[config.mk]
export PLATFORM = sky130hd
export DESIGN_NAME = snake_game_sequencer
export DESIGN_NICKNAME = d
export VERILOG_FILES = /design/src/rtl/snake_game_sequencer.sv
export SDC_FILE = /design/constraint.sdc
export NUM_CORES = 1
export LEC_CHECK = 0
export BUFFER_PORTS_ARGS = -buffer_cell sky130_fd_sc_hd__buf_2
export CORE_MARGIN = 8
export CORE_UTILIZATION = 48
export CTS_CLUSTER_SIZE = 14
export DETAILED_ROUTE_END_ITERATION = 10
export GPL_TIMING_DRIVEN = 0
export HOLD_SLACK_MARGIN = 0.1
export PLACE_DENSITY_LB_ADDON = 0.25
export SYNTH_ARGS = -nofsm -noshare
export SYNTH_HDL_FRONTEND = slang
export SYNTH_SLANG_ARGS = --single-unit
[constraint.sdc]
create_clock -name clk_i -period 10.45 [get_ports clk_i]
set_input_delay 0.5225 -clock clk_i [delete_from_list [all_inputs] [get_ports clk_i]]
set_output_delay 0.5225 -clock clk_i [all_outputs]
set_load 0.03 [all_outputs]
[src/rtl/snake_game_sequencer.sv]
// snake_game_sequencer: game FSM, paced move strobe, apple placement and scoring for the snake datapath.
// Optional build macro SNAKE_WALL_KILL_EN: leaving the playfield on a check cycle ends the game.
module snake_game_sequencer #(
  parameter int TICK_DIV  = 4,
  parameter int MAX_LEN   = 20,
  parameter int X_MIN     = 150,
  parameter int X_MAX     = 800,
  parameter int Y_MIN     = 34,
  parameter int Y_MAX     = 514,
  parameter int PLACE_MAX = 64
) (
  input  logic       clk_i,
  input  logic       rst_ni,
  input  logic       start_i,
  input  logic       pause_i,
  input  logic       up_i,
  input  logic       down_i,
  input  logic       left_i,
  input  logic       right_i,
  input  logic [9:0] head_x_i,
  input  logic [9:0] head_y_i,
  input  logic       self_hit_i,
  output logic       move_en_o,
  output logic [1:0] dir_o,
  output logic       grow_o,
  output logic [9:0] apple_x_o,
  output logic [9:0] apple_y_o,
  output logic [4:0] length_o,
  output logic [7:0] score_o,
  output logic [2:0] state_o,
  output logic       game_over_o
);

  localparam int TW = $clog2(TICK_DIV);
  localparam int AW = $clog2(PLACE_MAX);
  localparam logic [TW-1:0] TICK_LAST = TW'(TICK_DIV - 1);
  localparam logic [AW-1:0] ATT_LAST  = AW'(PLACE_MAX - 1);
  localparam logic [9:0] AX_LO = 10'(X_MIN + 5);
  localparam logic [9:0] AX_HI = 10'(X_MAX - 5);
  localparam logic [9:0] AY_LO = 10'(Y_MIN + 5);
  localparam logic [9:0] AY_HI = 10'(Y_MAX - 5);

  typedef enum logic [2:0] {
    S_IDLE  = 3'b000,
    S_PLACE = 3'b001,
    S_PLAY  = 3'b010,
    S_PAUSE = 3'b011,
    S_OVER  = 3'b100
  } state_t;

  state_t        state_q, state_d;
  logic [TW-1:0] tick_q, tick_d;
  logic [AW-1:0] attempts_q, attempts_d;
  logic [1:0]    dir_q, dir_d, pend_q, pend_d;
  logic [9:0]    lfsr_x_q, lfsr_x_d, lfsr_y_q, lfsr_y_d;
  logic [9:0]    apple_x_q, apple_x_d, apple_y_q, apple_y_d;
  logic [4:0]    length_q, length_d;
  logic [7:0]    score_q, score_d;
  logic          check_q, check_d, move_en_q, move_en_d, grow_q, grow_d, game_over_q, game_over_d;
  logic          btn_vld, cand_ok, apple_hit, wall_hit;
  logic [1:0]    btn_dir;

  function automatic logic [10:0] abs_diff(input logic [9:0] a, input logic [9:0] b);
    logic signed [10:0] d;
    d = $signed({1'b0, a}) - $signed({1'b0, b});
    return d[10] ? $unsigned(-d) : $unsigned(d);
  endfunction

  always_comb begin
    btn_vld = 1'b1;
    btn_dir = 2'b00;
    if (right_i)     btn_dir = 2'b00;
    else if (left_i) btn_dir = 2'b01;
    else if (up_i)   btn_dir = 2'b10;
    else if (down_i) btn_dir = 2'b11;
    else             btn_vld = 1'b0;
  end

  assign cand_ok = (lfsr_x_q >= AX_LO) && (lfsr_x_q <= AX_HI) &&
                   (lfsr_y_q >= AY_LO) && (lfsr_y_q <= AY_HI) &&
                   ((abs_diff(lfsr_x_q, head_x_i) > 11'd8) || (abs_diff(lfsr_y_q, head_y_i) > 11'd8));
  assign apple_hit = (abs_diff(head_x_i, apple_x_q) < 11'd7) && (abs_diff(head_y_i, apple_y_q) < 11'd7);

`ifdef SNAKE_WALL_KILL_EN
  assign wall_hit = (head_x_i < 10'(X_MIN)) || (head_x_i > 10'(X_MAX)) ||
                    (head_y_i < 10'(Y_MIN)) || (head_y_i > 10'(Y_MAX));
`else
  assign wall_hit = 1'b0;
`endif

  always_comb begin
    state_d    = state_q;
    tick_d     = tick_q;
    attempts_d = attempts_q;
    dir_d      = dir_q;
    pend_d     = pend_q;
    check_d    = check_q;
    apple_x_d  = apple_x_q;
    apple_y_d  = apple_y_q;
    length_d   = length_q;
    score_d    = score_q;
    grow_d     = 1'b0;
    lfsr_x_d   = {lfsr_x_q[8:0], lfsr_x_q[9] ^ lfsr_x_q[6]};
    lfsr_y_d   = {lfsr_y_q[8:0], lfsr_y_q[9] ^ lfsr_y_q[6]};
    unique case (state_q)
      S_IDLE, S_OVER: begin
        if (start_i) begin
          state_d    = S_PLACE;
          length_d   = 5'd1;
          score_d    = 8'd0;
          dir_d      = 2'b00;
          pend_d     = 2'b00;
          tick_d     = '0;
          check_d    = 1'b0;
          attempts_d = '0;
        end
      end
      S_PLACE: begin
        tick_d = '0;
        if (cand_ok) begin
          apple_x_d  = lfsr_x_q;
          apple_y_d  = lfsr_y_q;
          attempts_d = '0;
          state_d    = S_PLAY;
        end else if (attempts_q == ATT_LAST) begin
          apple_x_d  = score_q[0] ? 10'd650 : 10'd350;
          apple_y_d  = score_q[0] ? 10'd150 : 10'd250;
          attempts_d = '0;
          state_d    = S_PLAY;
        end else begin
          attempts_d = attempts_q + AW'(1);
        end
      end
      S_PLAY: begin
        // A reversal request against the committed heading is simply dropped.
        if (btn_vld && (btn_dir != {dir_q[1], ~dir_q[0]})) pend_d = btn_dir;
        if (move_en_q) dir_d = pend_q;
        if (check_q && (self_hit_i || wall_hit)) begin
          state_d = S_OVER;
          check_d = 1'b0;
          tick_d  = '0;
        end else if (check_q && apple_hit) begin
          state_d  = S_PLACE;
          grow_d   = 1'b1;
          score_d  = (score_q == 8'hFF) ? score_q : score_q + 8'd1;
          length_d = (length_q >= 5'(MAX_LEN)) ? length_q : length_q + 5'd1;
          check_d  = 1'b0;
          tick_d   = '0;
        end else begin
          check_d = move_en_q;
          if (pause_i) begin
            state_d = S_PAUSE;
            if (move_en_q) tick_d = '0;
          end else begin
            tick_d = move_en_q ? '0 : tick_q + TW'(1);
          end
        end
      end
      S_PAUSE: if (pause_i) state_d = S_PLAY;
      default: state_d = S_IDLE;
    endcase
    move_en_d   = (state_d == S_PLAY) && (tick_d == TICK_LAST);
    game_over_d = (state_d == S_OVER);
  end

  always_ff @(posedge clk_i or negedge rst_ni) begin
    if (!rst_ni) begin
      state_q     <= S_IDLE;
      tick_q      <= '0;
      attempts_q  <= '0;
      dir_q       <= 2'b00;
      pend_q      <= 2'b00;
      check_q     <= 1'b0;
      lfsr_x_q    <= 10'h2A5;
      lfsr_y_q    <= 10'h13B;
      apple_x_q   <= 10'd650;
      apple_y_q   <= 10'd150;
      length_q    <= 5'd1;
      score_q     <= 8'd0;
      move_en_q   <= 1'b0;
      grow_q      <= 1'b0;
      game_over_q <= 1'b0;
    end else begin
      state_q     <= state_d;
      tick_q      <= tick_d;
      attempts_q  <= attempts_d;
      dir_q       <= dir_d;
      pend_q      <= pend_d;
      check_q     <= check_d;
      lfsr_x_q    <= lfsr_x_d;
      lfsr_y_q    <= lfsr_y_d;
      apple_x_q   <= apple_x_d;
      apple_y_q   <= apple_y_d;
      length_q    <= length_d;
      score_q     <= score_d;
      move_en_q   <= move_en_d;
      grow_q      <= grow_d;
      game_over_q <= game_over_d;
    end
  end

  assign move_en_o   = move_en_q;
  assign dir_o       = dir_q;
  assign grow_o      = grow_q;
  assign apple_x_o   = apple_x_q;
  assign apple_y_o   = apple_y_q;
  assign length_o    = length_q;
  assign score_o     = score_q;
  assign state_o     = state_q;
  assign game_over_o = game_over_q;

endmodule
==> summary.md, run 1 <==
| Metric | Value |
|---|---|
| Initial antenna violation count | 0 |
| Syn_nets | 814 |
| Chip Width | 130.1 um |
| Area delta synth->final | 14.14% |
| Arrival time at the worst endpoint | 4850 ps |
| First-pass GRT wire length | 28,760 um |
| DRT Pass-1 Iters | 5 |
| Port Buf Inserts | 69 |
| Global route overflow | 0 |
| Ys Warns | 0 |
| Post_cts resized | 0 |
| Initial Util | 49.30% |
| Inst Count DP | 974 |
| Post-route insts no fill | 990 |
| Initial DRC count | 355 |
| Die Ht | 130.1 um |
| Max Cap Violations | 0 |
| Multi-input logic area | 4064 sq um |
| Final worst slack | 5873 ps |
| Final Util | 56.28% |
| Ys flop type | dfrtp_1 |
| Clock Latency Late Sink | 350 ps |
| Postcts setup bufs | 0 |
| Synthesized flop and latch total | 72 |
| Hold slack | 292.7 ps |
| Row cnt | 41 |
| DPL Wire Length | 13,660 um |
| TNS Setup | 0 ps |
| GRT Overall Usage | 21.04% |
| Die Area | 16,920 sq um |
| Hold Buf Count CTS | 0 |
| Number of synthesized flops with an enable pin | 0 |
| Clock Path Buffers | 2 |
| Largest cells by area after synthesis | dfrtp_1, ha_1, dfstp_2 |
| Synth top cells by count | inv_1, a21oi_1, dfrtp_1 |
| Outcome | complete, no violations |
| Count of final setup violators | 0 |
| CTS Root Cell | clkbuf_16 |
| Share of the synthesized area in the top cell type | 20.83% |
| Worst setup EP type | flip-flop |
| FILL cells | 1,210 |
| Largest net degree at the start of global routing | 73 |
| Crit path launch type | flip-flop |
| Final Net Count | 894 |
| Num CTS Buffers | 9 |
| N_diodes | 0 |
| DP Worst Slack | 5708 ps |
| DP Area | 6810 sq um |
| RSZ-0062 raised after global routing | false |
| Vias in the first global route | 5,792 |
| CTS tree | built |
| Register Area | 1827 sq um |
| Via count | 5,966 |
| Worst slew pin tran | 935.6 ps |
| Max Slew Vio Count | 0 |
| Post-synthesis sequential area ratio | 29.24% |
| Final Instance Area | 7131 sq um |
| Gpl congestion | 0.8883 |
| Leak pwr | 3.344 nW |
| Hold Path Class | input pin to async pin |
| Yosys top cell by area | dfrtp_1 |
| Cell variety after synth | 82 |
| Overall power | 0.8897 mW |
| Routed WL | 17,370 um |
| Post-Syn Area | 6247 sq um |
| Synth async-reset ratio | 100.0% |
| Wire per inst | 17.54 um |
| Worst clock skew | 9.688 ps |
| Pwr Density | 124.8 nW/um^2 |
| CTS clk-pin slew, worst paths | 60 ps |
| Worst Path Required | 10,720 ps |
| Mean post-synth cell area | 8.523 sq um |
| Relative slew slack | 37.62% |
| CTS Sinks | 72 |
| H-tree depth | 3 |
| VDD IR max | 0.00008308 V |
| Top-count cell post-synth | inv_1 |
| Final period util | 43.80% |
| Worst Setup Path Type | flip-flop to flip-flop |
| Synthesized instance count | 733 |
| I/O pins | 70 |
| Post-route minimum period | 4577 ps |
| Vias per std cell | 6.026 |
| Core area | 12,670 sq um |
| Fmax | 218.5 MHz |
| ANT nets after route | 0 |
| CP max FO | 10 |
| Residual DRC count | 0 |
| Final hold violation count | 0 |
| Share of cells above drive strength 1 | 15.89% |
[sequential cells by signal, indices dropped and copies added (netlist names), 3 cells and up]
signal,count
score_o,8
state_o,3
lfsr_y_q,10
apple_x_o,10
attempts_q,6
apple_y_o,10
lfsr_x_q,10
length_o,5
[metal layers]
metal  up-vias  share of wire, %  global-route usage [%]
li1       2906                 -                       -
met1      2865                46                   27.74
met2       168                48                   34.22
met3        27               4.0                   3.060
met4         0               1.8                   7.855
met5         -                 0                       0
[kinds of logic after synthesis]
kind of cell	Yosys count	share of synthesized area, %
XOR/XNOR	36	5.267
flip-flops	72	29.24
AO/OA/AOI/OAI	233	26.82
multiplexers	9	1.522
adder cells (fa/ha/maj)	52	10.90
buffers and inverters	92	5.708
AND/OR/NAND/NOR	239	20.55
[final timing paths]
check | startpoint | endpoint | slack [ps] | cells past startpoint
max | lfsr_y_q[0] | apple_x_o[4] | 5870 | 14
min | rst_ni | apple_x_o[0] | 290 | 1
max reg2reg | lfsr_y_q[0] | apple_x_o[4] | 5870 | 14
min reg2reg | lfsr_y_q[3] | lfsr_y_q[4] | 390 | 0
max in group asynchronous | rst_ni | attempts_q[1] | 9520 | 1
min in group clk_i | lfsr_y_q[3] | lfsr_y_q[4] | 390 | 0
[area by class of cell]
cell class	instances	area share, %
buffer	22	1.316
clock buffer	10	3.211
clock inverter	6	1.281
inverter	70	3.685
multi-input combinational	569	56.99
sequential	72	25.62
tap	172	3.018
timing repair buffer	69	4.878
[critical path, stage by stage, from the launching register on]
cell,delay [ps]
dfstp_2,390
inv_1,50
ha_1,140
inv_1,50
fa_1,400
a21o_1,230
a221oi_2,400
o21ai_1,120
a21oi_1,380
inv_1,110
o41a_1,500
o41ai_4,730
and2_4,300
nor3b_4,500
a221o_1,200
[power by group]
| part | total [mW] | switching (mW) | internal [mW] | leakage, nW |
|---|---|---|---|---|
| logic | 0.241 | 0.151 | 0.0902 | 2.27 |
| registers | 0.312 | 0.0162 | 0.295 | 0.918 |
| clock network | 0.337 | 0.126 | 0.211 | 0.157 |
[placed cells by master (no fill, tap or decap), types with 15 or more instances in the layout]
master	n
buf_2	74
inv_1	70
a21oi_1	56
dfrtp_1	52
nor2_1	48
ha_1	48
nand2_1	41
o21ai_0	28
nand3_1	28
xnor2_1	25
nor3_1	20
dfstp_2	20
a21o_1	16
clkbuf_1	15
No activity file was read; power rests on OpenSTA's default activity.
==> run 2: changes to the inputs <==
ABC_AREA = 1   (was unset)
clock period = 3.65 ns   (was 10.45 ns; I/O delays follow)
==> summary.md, run 2 <==
| Metric | Value |
|---|---|
| Largest net degree at the start of global routing | 73 |
| Share of the synthesized area in the top cell type | 19.10% |
| Die Ht | 135.1 um |
| Largest family of logic cells by synthesized area | simple AND/OR/NAND/NOR gates |
| Worst slew pin tran | 921.5 ps |
| Synthesized instance count | 1,054 |
| FILL cells | 1,367 |
| Post-route minimum period | 3350 ps |
| CTS clk-pin slew, worst paths | 60 ps |
| Crit path launch type | flip-flop |
| Overall power | 2.559 mW |
| ANT nets after route | 0 |
| Initial antenna violation count | 0 |
| Leak pwr | 4.450 nW |
| Final hold violation count | 0 |
| Ys Warns | 0 |
| Num CTS Buffers | 9 |
| DPL Wire Length | 13,710 um |
| Global route overflow | 0 |
| Worst clock skew | 8.231 ps |
| Max Cap Violations | 0 |
| Register Area | 1827 sq um |
| Worst Path Required | 3880 ps |
| Die Area | 18,260 sq um |
| Residual DRC count | 0 |
| Yosys top cell by area | dfrtp_1 |
| CP most frequent cell | nand2_1 |
| Max Slew Vio Count | 0 |
| Syn_nets | 1,135 |
| GRT Overall Usage | 18.76% |
| Mean post-synth cell area | 6.463 sq um |
| Final period util | 91.79% |
| Number of synthesized flops with an enable pin | 0 |
| Slowest-stage cell, CP | dfstp_2 |
| Ys flop type | dfrtp_1 |
| Slowest Stage Delay on Critical Path | 530 ps |
| DRT Pass-1 Iters | 5 |
| Count of final setup violators | 0 |
| Post-Syn Area | 6812 sq um |
| VDD IR max | 0.0003274 V |
| Worst Setup Path Type | flip-flop to flip-flop |
| Largest cells by area after synthesis | dfrtp_1, nand2_1, inv_1 |
| Wire per inst | 12.82 um |
| H-tree depth | 3 |
| First-pass GRT wire length | 28,350 um |
| Chip Width | 135.1 um |
| Gpl congestion | 0.8663 |
| Highest-count cells in the layout ignoring fill and taps | nand2_1, inv_1, nand3_1, nor2_1, buf_2 |
| Compound-Gate Fraction of Synth Area | 10.01% |
| Cell variety after synth | 48 |
| Most common cell after layout, fill and taps aside | nand2_1 |
| CTS Sinks | 72 |
| Synth async-reset ratio | 100.0% |
| Vias per std cell | 5.065 |
| Port Buf Inserts | 69 |
| Area delta synth->final | 14.02% |
| Fmax | 298.5 MHz |
| Delay-heaviest family, CP | simple AND/OR/NAND/NOR gates |
| Clock Latency Late Sink | 330 ps |
| Initial Util | 49.07% |
| Arrival time at the worst endpoint | 3580 ps |
| Initial DRC count | 465 |
| Adder-cell area share of the yosys netlist | 9.993% |
| I/O pins | 70 |
| Mux cell area share after synthesis | 0.1470% |
| Hold slack | 143.8 ps |
| Buf+Inv Stages, Crit Path | 6 |
| Post-synthesis sequential area ratio | 26.82% |
| Synth Area in XOR/XNOR | 2.314% |
| Synthesized flop and latch total | 72 |
| Hold Path Class | input pin to flip-flop |
| Core area | 13,880 sq um |
| Clock Path Buffers | 2 |
| Share of cells above drive strength 1 | 16.14% |
| Outcome | complete, no violations |
| Row cnt | 43 |
| Synth top cells by count | nand2_1, inv_1, nand3_1 |
| CP max FO | 8 |
| CTS tree | built |
| Via count | 6,716 |
| N_diodes | 0 |
| Vias in the first global route | 6,126 |
| Top-count cell post-synth | nand2_1 |
| Final Net Count | 1,223 |
| Post-Synth Simple-Gate Area | 39.31% |
| Pwr Density | 329.6 nW/um^2 |
| Worst setup EP type | flip-flop |
| Relative slew slack | 38.57% |
| Multi-input logic area | 4243 sq um |
| Routed WL | 17,000 um |
| Slack of the worst reg-to-reg path | 300 ps |
| CTS Root Cell | clkbuf_16 |
-- run 2: area by class of cell --
cell class | instances | share of cell area [%]
Multi-Input combinational cell | 789 | 54.63
Sequential cell | 72 | 23.52
Inverter | 183 | 8.877
Timing Repair Buffer | 77 | 5.284
Clock buffer | 13 | 3.093
Tap cell | 180 | 2.900
Buffer | 10 | 1.241
Clock inverter | 2 | 0.4511
-- run 2: cells by family after synthesis --
logic type,count (synthesis)
adders and majority gates,52
xor gates and xnor gates,18
buffers and inverters,193
DFF,72
AOI/OAI and AO/OA,109
and+or+nand+nor,609
muxes,1
-- run 2: routing by layer --
metal	up-vias	global-route usage (%)	share of wire [%]
met1	3029	25.98	50
met2	150	28.80	43
met5	-	0	0
li1	3517	-	-
met3	20	4.123	6.2
met4	0	5.059	1.4
-- run 2: final timing paths --
kind / cells past startpoint / endpoint / from
min in group asynchronous: 2 / apple_x_o[5] / rst_ni
worst min-delay path: 3 / state_o[2] / self_hit_i
worst max-delay path: 26 / move_en_o / lfsr_x_q[0]
max in group asynchronous: 2 / score_o[5] / rst_ni
worst max register to register: 26 / move_en_o / lfsr_x_q[0]
worst min register to register: 0 / lfsr_y_q[1] / lfsr_y_q[0]
-- run 2: what timing repair did --
| action | CTS | global route |
|---|---|---|
| buffers inserted | 0 | 7 |
| gates resized for setup | 0 | 14 |
| endpoints found under the setup margin | 0 | 40 |
| hold buffers | 1 | 0 |
| endpoints found under the hold margin | 52 | 0 |
-- run 2: where the power goes --
group	total, mW	internal, mW	switching [mW]
combinational	0.798	0.255	0.543
clock	0.859	0.526	0.334
sequential	0.902	0.854	0.0483
total	2.56	1.63	0.924
-- run 2: per-stage QoR --
step | util, % | setup slack (ps) | std cells | setup TNS (ps) | instance area, sq um
finish | 55.95 | 299.7 | 1326 | 0 | 7766
global route | 55.95 | -12.88 | 1326 | -12.88 | 7766
CTS | 55.26 | 94.16 | 1319 | 0 | 7670
detailed placement | 53.20 | 104.9 | 1303 | 0 | 7385
global placement | 53.18 | 135.2 | 1303 | 0 | 7382
floorplan | - | 546.2 | 1054 | 0 | 6812
-- run 2: tightest hold or removal path: stages --
cell     delay [ps]
buf_2           100
nand2_1          80
o21ai_0          70
